===== src/rtl/nodemerge_arbiter_pkg.sv =====
// Shared types and constants for the node-merge arbiter and its round-robin helper.
package nodemerge_pkg;

  typedef enum logic [1:0] {
    IDLE  = 2'd0,
    ISSUE = 2'd1,
    HOLD  = 2'd2
  } arb_state_t;

  localparam int NODE_PORTS = 4;
  localparam int CTRL_W     = 3;
  localparam int FLIT_W     = 11;

  // Scalar reference of the round-robin search for a 4-port node; returns ptr when nothing is requesting.
  function automatic logic [1:0] rr_pick(input logic [NODE_PORTS-1:0] req, input logic [1:0] ptr);
    logic [1:0] idx;
    rr_pick = ptr;
    for (int i = NODE_PORTS - 1; i >= 0; i--) begin
      idx = ptr + 2'(i);
      if (req[idx]) rr_pick = idx;
    end
  endfunction

endpackage


===== src/rtl/nodemerge_arbiter_if.sv =====
// Control/grant channel between the node-merge arbiter (master) and the merge datapath (slave).
interface nodemerge_arbiter_if #(
  parameter int N     = 4,
  parameter int SEL_W = 3
);

  logic [N-1:0]     req;
  logic             ctrl_valid;
  logic             ctrl_ready;
  logic [SEL_W-1:0] ctrl_data;
  logic [N-1:0]     grant;
  logic             flit_fire;
  logic             flit_tail;
  logic             err_timeout;

  modport master (
    input  req, ctrl_ready, flit_fire, flit_tail,
    output ctrl_valid, ctrl_data, grant, err_timeout
  );

  modport slave (
    output req, ctrl_ready, flit_fire, flit_tail,
    input  ctrl_valid, ctrl_data, grant, err_timeout
  );

endinterface


===== src/rtl/nodemerge_arbiter_rr_priority_pick.sv =====
// Combinational round-robin search: first set request at or above ptr, wrapping N-1 -> 0.
module rr_priority_pick #(
  parameter int N     = 4,
  parameter int PTR_W = (N > 1) ? $clog2(N) : 1
) (
  input  logic [N-1:0]     req,
  input  logic [PTR_W-1:0] ptr,
  output logic [PTR_W-1:0] idx,
  output logic             valid
);

  localparam logic [PTR_W:0] N_EXT = (PTR_W + 1)'(N);

  logic [PTR_W:0] cand;

  // Walk offsets from high to low so the closest requester to ptr is the last one written.
  always_comb begin
    idx   = '0;
    valid = 1'b0;
    cand  = '0;
    for (int i = N - 1; i >= 0; i--) begin
      cand = {1'b0, ptr} + (PTR_W + 1)'(i);
      if (cand >= N_EXT) cand = cand - N_EXT;
      if (req[cand[PTR_W-1:0]]) begin
        idx   = cand[PTR_W-1:0];
        valid = 1'b1;
      end
    end
  end

endmodule


===== src/rtl/nodemerge_arbiter.sv =====
// Packet-level round-robin arbiter driving the 4-input merge control channel.
// Optional per-input grant and timeout counters are built when NODEMERGE_ARB_CNT_EN is defined.
module nodemerge_arbiter
  import nodemerge_pkg::*;
#(
  parameter int N        = NODE_PORTS,
  parameter int SEL_W    = CTRL_W,
  parameter int MAX_HOLD = 64
) (
  input  logic                CLK,
  input  logic                RESET,
  nodemerge_arbiter_if.master bus
`ifdef NODEMERGE_ARB_CNT_EN
  ,
  output logic [N-1:0][15:0]  grant_cnt,
  output logic [7:0]          timeout_cnt
`endif
);

  localparam int PTR_W  = (N > 1) ? $clog2(N) : 1;
  localparam int HOLD_W = (MAX_HOLD > 0) ? $clog2(MAX_HOLD + 1) : 1;

  arb_state_t       state_q, state_d;
  logic [PTR_W-1:0] ptr_q, ptr_d;
  logic [PTR_W-1:0] winner_q, winner_d;
  logic [HOLD_W-1:0] hold_cnt_q, hold_cnt_d;

  logic [PTR_W-1:0] pick_idx;
  logic             pick_valid;
  logic             tail_fire;
  logic             handshake;
  logic             timeout_hit;

`ifdef NODEMERGE_ARB_CNT_EN
  logic [N-1:0][15:0] grant_cnt_q, grant_cnt_d;
  logic [7:0]         timeout_cnt_q, timeout_cnt_d;
`endif

  rr_priority_pick #(.N(N), .PTR_W(PTR_W)) u_pick (
    .req   (bus.req),
    .ptr   (ptr_q),
    .idx   (pick_idx),
    .valid (pick_valid)
  );

  assign tail_fire = bus.flit_fire && bus.flit_tail;
  assign handshake = (state_q == ISSUE) && bus.ctrl_ready;

  // A tail in the same cycle as the limit ends the packet normally, so it masks the timeout.
  if (MAX_HOLD > 0) begin : g_wdog
    assign timeout_hit = (state_q == HOLD) && (hold_cnt_q == HOLD_W'(MAX_HOLD)) && !tail_fire;
  end else begin : g_no_wdog
    assign timeout_hit = 1'b0;
  end

  always_ff @(posedge CLK) begin
    if (RESET) begin
      state_q    <= IDLE;
      ptr_q      <= '0;
      winner_q   <= '0;
      hold_cnt_q <= '0;
`ifdef NODEMERGE_ARB_CNT_EN
      grant_cnt_q   <= '0;
      timeout_cnt_q <= '0;
`endif
    end else begin
      state_q    <= state_d;
      ptr_q      <= ptr_d;
      winner_q   <= winner_d;
      hold_cnt_q <= hold_cnt_d;
`ifdef NODEMERGE_ARB_CNT_EN
      grant_cnt_q   <= grant_cnt_d;
      timeout_cnt_q <= timeout_cnt_d;
`endif
    end
  end

  always_comb begin
    state_d    = state_q;
    ptr_d      = ptr_q;
    winner_d   = winner_q;
    hold_cnt_d = hold_cnt_q;
    case (state_q)
      IDLE: begin
        if (pick_valid) begin
          state_d  = ISSUE;
          winner_d = pick_idx;
        end
      end
      ISSUE: begin
        if (handshake) begin
          state_d    = HOLD;
          ptr_d      = (winner_q == PTR_W'(N - 1)) ? '0 : winner_q + PTR_W'(1);
          hold_cnt_d = '0;
        end
      end
      HOLD: begin
        if (tail_fire || timeout_hit) begin
          state_d = IDLE;
        end else if (MAX_HOLD > 0) begin
          hold_cnt_d = hold_cnt_q + HOLD_W'(1);
        end
      end
      default: state_d = IDLE;
    endcase
  end

  always_comb begin
    bus.ctrl_valid                = (state_q == ISSUE);
    bus.ctrl_data                 = '0;
    bus.ctrl_data[PTR_W-1:0]      = winner_q;
    bus.grant                     = '0;
    if (state_q == HOLD) bus.grant[winner_q] = 1'b1;
    bus.err_timeout               = timeout_hit;
  end

`ifdef NODEMERGE_ARB_CNT_EN
  // Both counters saturate rather than wrap so a long run never reads back as few events.
  always_comb begin
    grant_cnt_d   = grant_cnt_q;
    timeout_cnt_d = timeout_cnt_q;
    if (handshake && (grant_cnt_q[winner_q] != 16'hFFFF))
      grant_cnt_d[winner_q] = grant_cnt_q[winner_q] + 16'd1;
    if (timeout_hit && (timeout_cnt_q != 8'hFF))
      timeout_cnt_d = timeout_cnt_q + 8'd1;
  end

  assign grant_cnt   = grant_cnt_q;
  assign timeout_cnt = timeout_cnt_q;
`endif

  flit_fire_needs_grant: assert property (@(posedge CLK) disable iff (RESET)
    bus.flit_fire |-> (bus.grant != '0));

endmodule


===== src/flat_wrapper.sv =====
// flat-port wrapper written by rule: the top's interface ports become plain ports
module nodemerge_arbiter_flat import nodemerge_pkg::*;
#(
  parameter int N        = NODE_PORTS,
  parameter int SEL_W    = CTRL_W,
  parameter int MAX_HOLD = 64
)
  (CLK, RESET, bus_req, bus_ctrl_ready, bus_flit_fire, bus_flit_tail, bus_ctrl_valid, bus_ctrl_data, bus_grant, bus_err_timeout);
  nodemerge_arbiter_if #(.N(N), .SEL_W(SEL_W)) bus_i ();
  input  logic CLK;
  input  logic RESET;
  input wire logic [$bits(bus_i.req)-1:0] bus_req;
  input wire logic [$bits(bus_i.ctrl_ready)-1:0] bus_ctrl_ready;
  input wire logic [$bits(bus_i.flit_fire)-1:0] bus_flit_fire;
  input wire logic [$bits(bus_i.flit_tail)-1:0] bus_flit_tail;
  output wire logic [$bits(bus_i.ctrl_valid)-1:0] bus_ctrl_valid;
  output wire logic [$bits(bus_i.ctrl_data)-1:0] bus_ctrl_data;
  output wire logic [$bits(bus_i.grant)-1:0] bus_grant;
  output wire logic [$bits(bus_i.err_timeout)-1:0] bus_err_timeout;
  assign bus_i.req = bus_req;
  assign bus_i.ctrl_ready = bus_ctrl_ready;
  assign bus_i.flit_fire = bus_flit_fire;
  assign bus_i.flit_tail = bus_flit_tail;
  assign bus_ctrl_valid = bus_i.ctrl_valid;
  assign bus_ctrl_data = bus_i.ctrl_data;
  assign bus_grant = bus_i.grant;
  assign bus_err_timeout = bus_i.err_timeout;
  nodemerge_arbiter #(.N(N), .SEL_W(SEL_W), .MAX_HOLD(MAX_HOLD)) u_core (.CLK(CLK), .RESET(RESET), .bus(bus_i));
endmodule

===== config.mk =====
export PLATFORM = sky130hd
export DESIGN_NAME = nodemerge_arbiter_flat
export DESIGN_NICKNAME = d
export VERILOG_FILES = /design/src/rtl/nodemerge_arbiter_pkg.sv /design/src/rtl/nodemerge_arbiter_if.sv /design/src/rtl/nodemerge_arbiter_rr_priority_pick.sv /design/src/rtl/nodemerge_arbiter.sv /design/src/flat_wrapper.sv
export SDC_FILE = /design/constraint.sdc
export NUM_CORES = 1
export LEC_CHECK = 0
export CAP_MARGIN = 20
export CORE_AREA = 3 3 49 51
export DETAILED_ROUTE_END_ITERATION = 16
export DIE_AREA = 0 0 52 54
export GPL_ROUTABILITY_DRIVEN = 0
export PLACE_DENSITY = 0.81
export RECOVER_POWER = 50
export SYNTH_ARGS = -nofsm -noshare
export SYNTH_HDL_FRONTEND = slang
export SYNTH_SLANG_ARGS = --single-unit

===== constraint.sdc =====
create_clock -name CLK -period 1.7 [get_ports CLK]
set_input_delay 0.51 -clock CLK [delete_from_list [all_inputs] [get_ports CLK]]
set_output_delay 0.51 -clock CLK [all_outputs]
set_load 0.01 [all_outputs]

==> results by group <==
Logic synthesis
  – Synth Cell Area: 903 sq um
  – Async SR Flop Fraction: 0%
  – Unique masters post-synth: 33
  – Share of the synthesized area in the top cell type: between 20% and 30%
  – Post-synth EDFFs: 0
  – #FFs+latches synth: 13
  – Top post-synthesis cells by count: a21oi_1, dfxtp_1, inv_1, ha_1, nand2_1
  – Yosys warning total: 0
  – Sequential element share of the synthesized area: 28.8%
  – Post-synthesis cell count: 108
  – Syn avg cell area: roughly 8.4 sq um
  – Dominant synthesized flop cell: dfxtp_1
  – Syn Nets: 127
  – Synth area leaders: dfxtp_1, ha_1, a21oi_1
  – Leading area contributor after synthesis: dfxtp_1

GRT
  – Largest net degree at the start of global routing: 10
  – GRT Total Usage: between 20 and 25%
  – Vias in the first global route: 1087
  – First-pass GRT wire length: 4970 microns
  – Initial antenna violation count: 0
  – Overflow after GRT: 0

STA
  – TNS Setup: -966 ps
  – RSZ-0062 raised after global routing: yes
  – FMAX: 499 MHz
  – Hold Fails Final Rpt: 0
  – Final min period: 2000 ps
  – Slew Limit Fails: 0
  – Skew final: around 5.2 ps
  – Endpoints failing setup: 13
  – Final critical-path setup slack: -303 ps
  – Fraction of the cycle the final worst path needs: 118%

CTS
  – Max clock buf depth: 2
  – TritonCTS Buffers: 3
  – CTS tree: built
  – Clk slew on worst S/H paths: 90 ps
  – Root buffer cell: clkbuf_4
  – Sink Count: 13
  – H-tree levels: 1
  – Later-pin clock latency in the skew report: 290 ps

Placement
  – Port bufs: 16
  – Hpwl dp: 1890 microns

Layout
  – Number of antenna diodes: 0
  – Layout cells sized above 1: 46.5%
  – Register area: 269 sq um
  – Final #Nets: 179
  – Fillers: around 140
  – Area used by multi-input combinational logic: 673 sq um
  – Final Util: 73.7%
  – Area grow syn2layout: 61.6%

Worst setup path
  – Crit. End Element: output port
  – CP startpoint: u_core.state_q[0]
  – Critical path endpoint: bus_err_timeout
  – CP Cell Sequence: inv_2 -> ha_4 -> nand4b_1 -> nor2_4 -> and2_4 -> buf_6
  – Critical path launch point type: register
  – Crit-path slowest cell: dfxtp_2
  – R2R cell count: 7
  – Worst EP required: 1190 ps
  – Flop-to-flop setup slack: -90 ps
  – Source of the worst register-to-register timing path: u_core.state_q[1]
  – CP max stage delay: about 330 ps
  – CP Max Fanout: 2
  – Setup CP Type: register to output port
  – Worst Path Arrival: 1490 ps
  – FF-to-FF End: u_core.hold_cnt_q[5]

Hold path
  – Hold path start: u_core.hold_cnt_q[6]
  – Worst hold path class: register to register

Floorplanning
  – Row count: 16
  – Die area: 2810 sq um
  – Initial core utilization: between 40% and 50%
  – I/O pin count: 18
  – Core ar.: just under 2000 sq um
  – Die X: 52 microns
  – DIE HEIGHT: 54 microns

Routing
  – Vias per cell: 5.61
  – Highest Signal Layer: met4
  – Routed wl met3: 192 microns
  – Met2 WL: 1710 microns
  – Residual DRC: 0
  – Wl on met1: 1250 microns
  – Wirelength per Cell: 17.4 microns
  – Iteration-0 DRC Markers: 49
  – Final wirelength: 3240 microns
  – Total number of vias: 1044
  – Antenna-violating nets left: 0
  – DR pass1 iterations: 4

Status
  – Status: finished, violations left
  – Failing checks: setup timing

Job
  – Max-cap viol count: 0

Power
  – Maximum vdd drop: 0.000608 V
  – Leakage power: ~0.63 nW
  – Pwr dens: between 900 and 1000 nW/um^2
per-layer routing:
metal,vias to the layer above,track usage (%)
li1,487,-
met4,0,15.3
met3,10,5.26
met5,-,0
met2,42,46.4
met1,505,25.2
worst max-delay path: cells and delay by family (launching register included):
kind          cells  cell delay (ps)
simple gates      3              580
fa+ha+maj         1              130
flops             1              330
buf+inv           2              160
timing repair:
action | CTS | global route
pin swaps | 15 | 14
hold endpoints to repair | 0 | 0
hold buffers | 0 | 0
endpoints found under the setup margin | 16 | 17
buffers inserted | 8 | 5
resized for setup | 54 | 19
gates cloned | 1 | 0
flip-flops by register name, summed over array words and instances, names as in the netlist:
register           cells
u_core.ptr_q           2
u_core.winner_q        2
u_core.state_q         2
u_core.hold_cnt_q      7
how the worst min path moves through the flow:
stage	cells after the start	slack (ps)	endpoint
2_1_floorplan	2	460	u_core.hold_cnt_q[6]
3_3_place_gp	2	480	u_core.hold_cnt_q[6]
3_5_place_dp	2	490	u_core.hold_cnt_q[6]
4_1_cts	2	510	u_core.hold_cnt_q[6]
5_1_grt	2	580	u_core.hold_cnt_q[6]
6_report	2	540	u_core.hold_cnt_q[6]
area by class of cell:
type / count / area share, %
Clock buffer: 3 / 1.54
Clock inverter: 1 / 0.343
Multi-Input combinational cell: 82 / 46.1
Inverter: 11 / 3.17
Sequential cell: 13 / 18.4
Timing Repair Buffer: 49 / 28.1
Tap cell: 27 / 2.31
per-stage QoR:
stage | hold slack [ps] | power [mW] | setup WS, ps | cells | instance area, sq um
global placement | 477 | 0.982 | -430 | 175 | 1280
global route | 576 | 1.52 | -369 | 186 | 1460
CTS | 509 | 1.37 | -189 | 185 | 1410
floorplan | 458 | 0.753 | 11.2 | 108 | 906
finish | 537 | 1.44 | -303 | 186 | 1460
detailed placement | 492 | 1.02 | -439 | 175 | 1280
cells in the final DEF (no fill, tap or decap), types with 4 or more instances in the layout:
cell	netlist	final
a21oi_1	13	10
buf_4	2	28
buf_6	1	7
dfxtp_1	13	6
dfxtp_2	0	7
dlygate4sd2_1	0	4
ha_1	10	7
inv_1	11	6
nand2_1	9	9
o21ai_0	7	7
power breakdown:
part	total [mW]	leakage, nW	switching (mW)	internal, mW
combinational	0.835	0.502	0.444	0.391
sequential	0.395	0.109	0.0417	0.353
clock	0.207	0.0177	0.119	0.0875
total	1.44	0.628	0.605	0.832
cells by family (layout without fill, tap and decap cells):
logic type | Yosys count | in the layout | synth area share [%]
simple gates | 38 | 38 | 25.6
compound gates | 30 | 31 | 21.6
flops | 13 | 13 | 28.8
other cells | 1 | 1 | 0.415
mux | 2 | 2 | 2.22
fa+ha+maj | 10 | 10 | 13.9
buf+inv | 14 | 64 | 7.48
No activity file was read; power rests on OpenSTA's default activity.
